==> src/rtl/rca_share_arbiter_if.sv <==
// rtl/rca_share_arbiter_if.sv - request, shared-adder and response signal bundle for rca_share_arbiter
interface rca_share_arbiter_if #(
  parameter int NREQ  = 4,
  parameter int WIDTH = 4
);
  localparam int ID_W = $clog2(NREQ);

  logic [NREQ-1:0]       req_valid;
  logic [NREQ-1:0]       req_ready;
  logic [NREQ*WIDTH-1:0] req_a;
  logic [NREQ*WIDTH-1:0] req_b;
  logic [WIDTH-1:0]      add_x;
  logic [WIDTH-1:0]      add_y;
  logic [WIDTH-1:0]      add_s;
  logic                  add_co;
  logic                  rsp_valid;
  logic                  rsp_ready;
  logic [ID_W-1:0]       rsp_id;
  logic [WIDTH:0]        rsp_sum;

  modport master (
    input  req_valid, req_a, req_b, add_s, add_co, rsp_ready,
    output req_ready, add_x, add_y, rsp_valid, rsp_id, rsp_sum
  );

  modport slave (
    output req_valid, req_a, req_b, add_s, add_co, rsp_ready,
    input  req_ready, add_x, add_y, rsp_valid, rsp_id, rsp_sum
  );
endinterface

==> src/rtl/rca_share_arbiter.sv <==
// rtl/rca_share_arbiter.sv - round-robin sharing of one pipelined adder with tagged, credited in-order responses
// Optional: define RCA_ARB_PRIO_EN to give requester 0 fixed top priority.
module rca_share_arbiter #(
  parameter int NREQ       = 4,
  parameter int WIDTH      = 4,
  parameter int LAT        = 4,
  parameter int FIFO_DEPTH = 4
) (
  input logic                 clk,
  input logic                 rst_n,
  rca_share_arbiter_if.master bus
);
  localparam int ID_W  = $clog2(NREQ);
  localparam int AW    = $clog2(FIFO_DEPTH);
  localparam int CNT_W = AW + 1;
  localparam int ENT_W = ID_W + WIDTH + 1;

`ifdef RCA_ARB_PRIO_EN
  localparam bit PRIO_EN = 1'b1;
`else
  localparam bit PRIO_EN = 1'b0;
`endif
  localparam int FIRST_RR = PRIO_EN ? 1 : 0;

  logic [ID_W-1:0]           ptr;
  logic [ID_W-1:0]           grant_id;
  logic                      any_req;
  logic                      credit;
  logic                      issue;
  logic [WIDTH-1:0]          sel_a;
  logic [WIDTH-1:0]          sel_b;
  int                        best_rank;
  int                        rank_i;
  logic [LAT:0]              tag_v;
  logic [LAT:0][ID_W-1:0]    tag_id;
  logic [CNT_W-1:0]          inflight;
  logic [CNT_W-1:0]          count;
  logic [AW-1:0]             wr_ptr;
  logic [AW-1:0]             rd_ptr;
  logic [AW-1:0]             head_idx;
  logic [ENT_W-1:0]          mem [FIFO_DEPTH];
  logic                      push;
  logic                      pop;

  // Rank 0 is the requester just after ptr; the lowest-ranked valid requester wins.
  always_comb begin
    any_req   = 1'b0;
    grant_id  = '0;
    sel_a     = '0;
    sel_b     = '0;
    best_rank = NREQ;
    rank_i    = 0;
    for (int i = FIRST_RR; i < NREQ; i++) begin
      rank_i = (i > int'(ptr)) ? (i - int'(ptr) - 1) : (i + NREQ - int'(ptr) - 1);
      if (bus.req_valid[i] && (rank_i < best_rank)) begin
        best_rank = rank_i;
        any_req   = 1'b1;
        grant_id  = ID_W'(i);
        sel_a     = bus.req_a[i*WIDTH +: WIDTH];
        sel_b     = bus.req_b[i*WIDTH +: WIDTH];
      end
    end
    if (PRIO_EN && bus.req_valid[0]) begin
      any_req  = 1'b1;
      grant_id = '0;
      sel_a    = bus.req_a[WIDTH-1:0];
      sel_b    = bus.req_b[WIDTH-1:0];
    end
  end

  // Every in-flight op owns a FIFO slot, so a captured result always has room.
  assign credit        = ({1'b0, inflight} + {1'b0, count}) < (CNT_W+1)'(FIFO_DEPTH);
  assign issue         = credit && any_req;
  assign bus.req_ready = issue ? (NREQ'(1) << grant_id) : '0;

  assign push          = tag_v[LAT];
  assign bus.rsp_valid = (count != '0);
  assign pop           = bus.rsp_valid && bus.rsp_ready;
  assign head_idx      = (count == '0) ? (rd_ptr - AW'(1)) : rd_ptr;
  assign {bus.rsp_id, bus.rsp_sum} = mem[head_idx];

  // tag stage 0 runs alongside add_x/add_y, stage LAT alongside add_s/add_co.
  always_ff @(posedge clk or negedge rst_n) begin
    if (!rst_n) begin
      ptr       <= ID_W'(NREQ - 1);
      bus.add_x <= '0;
      bus.add_y <= '0;
      tag_v     <= '0;
      tag_id    <= '0;
      inflight  <= '0;
      count     <= '0;
      wr_ptr    <= '0;
      rd_ptr    <= '0;
      for (int k = 0; k < FIFO_DEPTH; k++) begin
        mem[k] <= '0;
      end
    end else begin
      if (issue && !(PRIO_EN && (grant_id == '0))) begin
        ptr <= grant_id;
      end
      bus.add_x <= issue ? sel_a : '0;
      bus.add_y <= issue ? sel_b : '0;
      tag_v     <= {tag_v[LAT-1:0], issue};
      tag_id    <= {tag_id[LAT-1:0], grant_id};

      if (issue && !push) begin
        inflight <= inflight + CNT_W'(1);
      end else if (!issue && push) begin
        inflight <= inflight - CNT_W'(1);
      end

      if (push) begin
        mem[wr_ptr] <= {tag_id[LAT], bus.add_co, bus.add_s};
        wr_ptr      <= wr_ptr + AW'(1);
      end
      if (pop) begin
        rd_ptr <= rd_ptr + AW'(1);
      end
      if (push && !pop) begin
        count <= count + CNT_W'(1);
      end else if (!push && pop) begin
        count <= count - CNT_W'(1);
      end
    end
  end

  fifo_no_overflow: assert property (@(posedge clk) disable iff (!rst_n)
    !(push && !pop && (count == CNT_W'(FIFO_DEPTH))));
endmodule
==> src/flat_wrapper.sv <==
// flat-port wrapper written by rule: the top's interface ports become plain ports
module rca_share_arbiter_flat 
#(
  parameter int NREQ       = 4,
  parameter int WIDTH      = 4,
  parameter int LAT        = 4,
  parameter int FIFO_DEPTH = 4
)
  (clk, rst_n, bus_req_valid, bus_req_a, bus_req_b, bus_add_s, bus_add_co, bus_rsp_ready, bus_req_ready, bus_add_x, bus_add_y, bus_rsp_valid, bus_rsp_id, bus_rsp_sum);
  rca_share_arbiter_if #(.NREQ(NREQ), .WIDTH(WIDTH)) bus_i ();
  input logic clk;
  input logic rst_n;
  input wire logic [$bits(bus_i.req_valid)-1:0] bus_req_valid;
  input wire logic [$bits(bus_i.req_a)-1:0] bus_req_a;
  input wire logic [$bits(bus_i.req_b)-1:0] bus_req_b;
  input wire logic [$bits(bus_i.add_s)-1:0] bus_add_s;
  input wire logic [$bits(bus_i.add_co)-1:0] bus_add_co;
  input wire logic [$bits(bus_i.rsp_ready)-1:0] bus_rsp_ready;
  output wire logic [$bits(bus_i.req_ready)-1:0] bus_req_ready;
  output wire logic [$bits(bus_i.add_x)-1:0] bus_add_x;
  output wire logic [$bits(bus_i.add_y)-1:0] bus_add_y;
  output wire logic [$bits(bus_i.rsp_valid)-1:0] bus_rsp_valid;
  output wire logic [$bits(bus_i.rsp_id)-1:0] bus_rsp_id;
  output wire logic [$bits(bus_i.rsp_sum)-1:0] bus_rsp_sum;
  assign bus_i.req_valid = bus_req_valid;
  assign bus_i.req_a = bus_req_a;
  assign bus_i.req_b = bus_req_b;
  assign bus_i.add_s = bus_add_s;
  assign bus_i.add_co = bus_add_co;
  assign bus_i.rsp_ready = bus_rsp_ready;
  assign bus_req_ready = bus_i.req_ready;
  assign bus_add_x = bus_i.add_x;
  assign bus_add_y = bus_i.add_y;
  assign bus_rsp_valid = bus_i.rsp_valid;
  assign bus_rsp_id = bus_i.rsp_id;
  assign bus_rsp_sum = bus_i.rsp_sum;
  rca_share_arbiter #(.NREQ(NREQ), .WIDTH(WIDTH), .LAT(LAT), .FIFO_DEPTH(FIFO_DEPTH)) u_core (.clk(clk), .rst_n(rst_n), .bus(bus_i));
endmodule
==> config.mk <==
export PLATFORM = sky130hd
export DESIGN_NAME = rca_share_arbiter_flat
export DESIGN_NICKNAME = d
export VERILOG_FILES = /design/src/rtl/rca_share_arbiter_if.sv /design/src/rtl/rca_share_arbiter.sv /design/src/flat_wrapper.sv
export SDC_FILE = /design/constraint.sdc
export NUM_CORES = 1
export LEC_CHECK = 0
export BUFFER_PORTS_ARGS = -buffer_cell sky130_fd_sc_hd__buf_4
export CORE_UTILIZATION = 40
export CTS_BUF_LIST = sky130_fd_sc_hd__clkbuf_8
export CTS_CLUSTER_DIAMETER = 60
export DETAILED_ROUTE_END_ITERATION = 7
export PLACE_DENSITY_LB_ADDON = 0.05
export SLEW_MARGIN = 20
export SYNTH_ARGS = -nofsm -noshare
export SYNTH_HDL_FRONTEND = slang
export SYNTH_SLANG_ARGS = --single-unit
==> constraint.sdc <==
create_clock -name clk -period 15.4 [get_ports clk]
set_input_delay 4.62 -clock clk [delete_from_list [all_inputs] [get_ports clk]]
set_output_delay 4.62 -clock clk [all_outputs]
set_load 0.01 [all_outputs]
==> out/qor.txt <==
Worst reg2reg setup slack: 7.48 ns
Global-route wire length before repair: 13200 um
Initial antenna violation count: 0
Wire length per cell: 13.7 um
Seq/Total Area, Yosys: 41.1%
Routed Antenna Nets: 0
Final wirelength: 7660 um
DR iter-0 viols: 93
Initial Util: 41.4%
Core Box Area: 9280 um2
Port bufs: 63
Critical path class: in -> out
Utilization after layout: 50.3%
Total GRT Usage: 17.0%
Synth warn: 0
Max cap viols: 0
Vias in the first global route: 2931
End of the worst register-to-register path: u_core.inflight[1]$_DFFE_PN0P_
Sw Ratio: 26.8%
Post-Syn Area: 3840 um2
Syn Inst Count: 350
Post-synthesis area per instance: 11.0 um2
Crit-path slowest cell: a2111o_1
Peak supply drop: 0.0363 mV
Share of cells above drive strength 1: 31.9%
WP data required: 10.78 ns
Pwr per Cell Area: 77.0 nW/um2
XOR/XNOR Fraction of Synth Area: 3.19%
CP endpoint kind: output port
Final count of negative-setup-slack endpoints: 0
Die area: 10000 um2
# fillers: 906
Reg2Reg Depth: 33
Worst-Skew Late Latency: 0.33 ns
Post-Synth Simple-Gate Area: 11.6%
Place WS: 0.502 ns
Destination of the worst hold path: u_core.tag_id[5]$_DFF_PN0_
HPWL after DPL: 5790 um
Final Hold Fails: 0
Clk buf depth: 2
Io pins: 64
Vias: 2799
Internal power: 0.263 mW
Worst slew pin tran: 0.818 ns
Via/cell ratio: 5.01
# diodes: 0
Final count of pins violating max slew: 0
Most Crowded Layer GR: met2
Die X: 100 um
GR Layer Usage met1: 20.7%
Register bit total from synthesis: 63
RSZ-0062 raised after global routing: no
Hold Path Origin: u_core.tag_id[3]$_DFF_PN0_
CP max FO: 15
Total CTS buffers: 9
Status: completed
Row Count: 35
Ys flop type: dfrtp_1
CTS clk-pin slew, worst paths: 0.07 ns
DRC: 0
Worst rel slew slack: 45.1%
Inst Count DP: 543
P&R area growth vs syn: 21.6%
CTS Sinks: 63
Post-synthesis mux area share: 17.9%
Most frequent cell after synthesis: dfrtp_1
Largest family of logic cells by synthesized area: multiplexers
Post-synth ARST share: 100%
Largest net degree at the start of global routing: 64
# nets final: 511
Net Switching: 0.0964 mW
Post-synth EDFFs: 0
Area of the multi-input gates: 2170 um2
Met2 Use GR: 29.1%
Fmax: 67.2 MHz
H-tree depth: 3
Max Clock Skew: 0.0100 ns
Crit path launch type: input port
Setup tns final: 0 ns
Drt pass-1 iters: 4
Post-CTS setup buffer count: 0
Leading cell types by count after synthesis: dfrtp_1 (61), ha_1 (40), mux2_2 (38), nand2_1 (29), nor2_1 (24)
Synth Area in Compound Gates: 8.76%
Resize count post-CTS: 0
Final WS setup: 0.510 ns
Worst path most repeated cell: buf_4
TritonCTS clock tree: done
Root Buffer: clkbuf_8
GP Congestion: 0.849
Clock share of power: 34.4%
Worst r2r src: u_core.ptr[0]$_DFFE_PN1P_
CTS Hold Bufs: 0
Fin crit share: 96.7%
Top post-synthesis cells by area: dfrtp_1 (40%), ha_1 (13%), mux2_2 (11%), mux4_2 (4.1%), o21ai_0 (3.0%)
Worst min-delay path class: reg -> reg
WP data arrival: 10.27 ns
Leak pwr: 2.23 nW
Non-filler cells, final: 559
Unique masters post-synth: 51
Die Y: 100 um
Share of the synthesized area in the top cell type: 39.7%
FF/Latch Area: 1580 um2
Sequential power share: 49.0%
Final min period: 14.89 ns
Crit path largest cell delay: 0.46 ns
Hold Crit Depth: 0
Congestion Overflow GR: 0
Combinational power share: 16.6%
M3 GR Usage: 4.39%
Post-synth top area cell: dfrtp_1
Synth Area in Adders: 14.1%
## logic make-up after synthesis
logic type | count (synthesis)
XOR/XNOR | 14
AO/OA/AOI/OAI | 52
multiplexers | 55
AND/OR/NAND/NOR | 92
other | 2
adder cells (fa/ha/maj) | 42
flip-flops | 63
buffers and inverters | 30
## routing by layer
layer / up-vias / wire length, um
met1: 1340 / 3480
met4: 0 / 78
met3: 6 / 391
met5: - / 0
li1: 1392 / -
met2: 61 / 3720
## cell type report
type                       instances  area share, %
multi-input combinational        264           46.5
sequential                        63           33.8
timing repair buffer              68           10.9
tap                              129           3.45
clock buffer                      10           2.95
inverter                          19           1.53
clock inverter                     6          0.803
## registers in the layout, indices dropped and copies added (netlist names)
name / flops
u_core.wr_ptr: 2
u_core.tag_id: 10
u_core.bus.add_x: 4
u_core.inflight: 3
u_core.count: 3
u_core.tag_v: 5
u_core.rd_ptr: 2
u_core.bus.add_y: 4
u_core.ptr: 2
u_core.mem: 28
## power groups by stage
stage / registers, mW / clock network (mW) / logic [mW]
after floorplan: 0.178 / 0 / 0.0386
after global placement: 0.179 / 0 / 0.0597
after detailed placement: 0.179 / 0 / 0.0601
after CTS: 0.176 / 0.130 / 0.0603
after global routing: 0.177 / 0.139 / 0.0684
final: 0.176 / 0.124 / 0.0598
## metrics by stage
step / hold WS (ns) / instance area [um2] / total power [mW]
after floorplan: 0.331 / 3870 / 0.217
after global placement: 0.332 / 4490 / 0.239
after detailed placement: 0.336 / 4490 / 0.240
after CTS: 0.349 / 4660 / 0.367
after global routing: 0.349 / 4670 / 0.384
final: 0.345 / 4670 / 0.360
## layout by cell type (no fill, tap or decap), drive strengths merged, types with 10 or more instances in the layout
master  count
buf        68
clkbuf     10
dfrtp      61
ha         40
inv        20
mux2       39
nand2      30
nand3      13
nor2       24
o21ai      24
## how the worst max path moves through the flow
stage          cells after the start  slack (ns)              from                to
6_report                          28        0.51  bus_req_valid[0]  bus_req_ready[3]
5_1_grt                           28        0.05  bus_req_valid[0]  bus_req_ready[3]
4_1_cts                           28        0.49  bus_req_valid[0]  bus_req_ready[3]
3_5_place_dp                      28        0.50  bus_req_valid[0]  bus_req_ready[3]
3_3_place_gp                      27        0.69  bus_req_valid[0]  bus_req_ready[3]
2_1_floorplan                     28        0.67  bus_req_valid[0]  bus_req_ready[3]
## critical path: cells and delay by family
kind / cells / cell delay (ns)
compound gates: 9 / 1.93
fa+ha+maj: 3 / 0.91
buf+inv: 5 / 0.91
mux: 1 / 0.29
simple gates: 10 / 1.56
(Power assumes the default switching activity.)
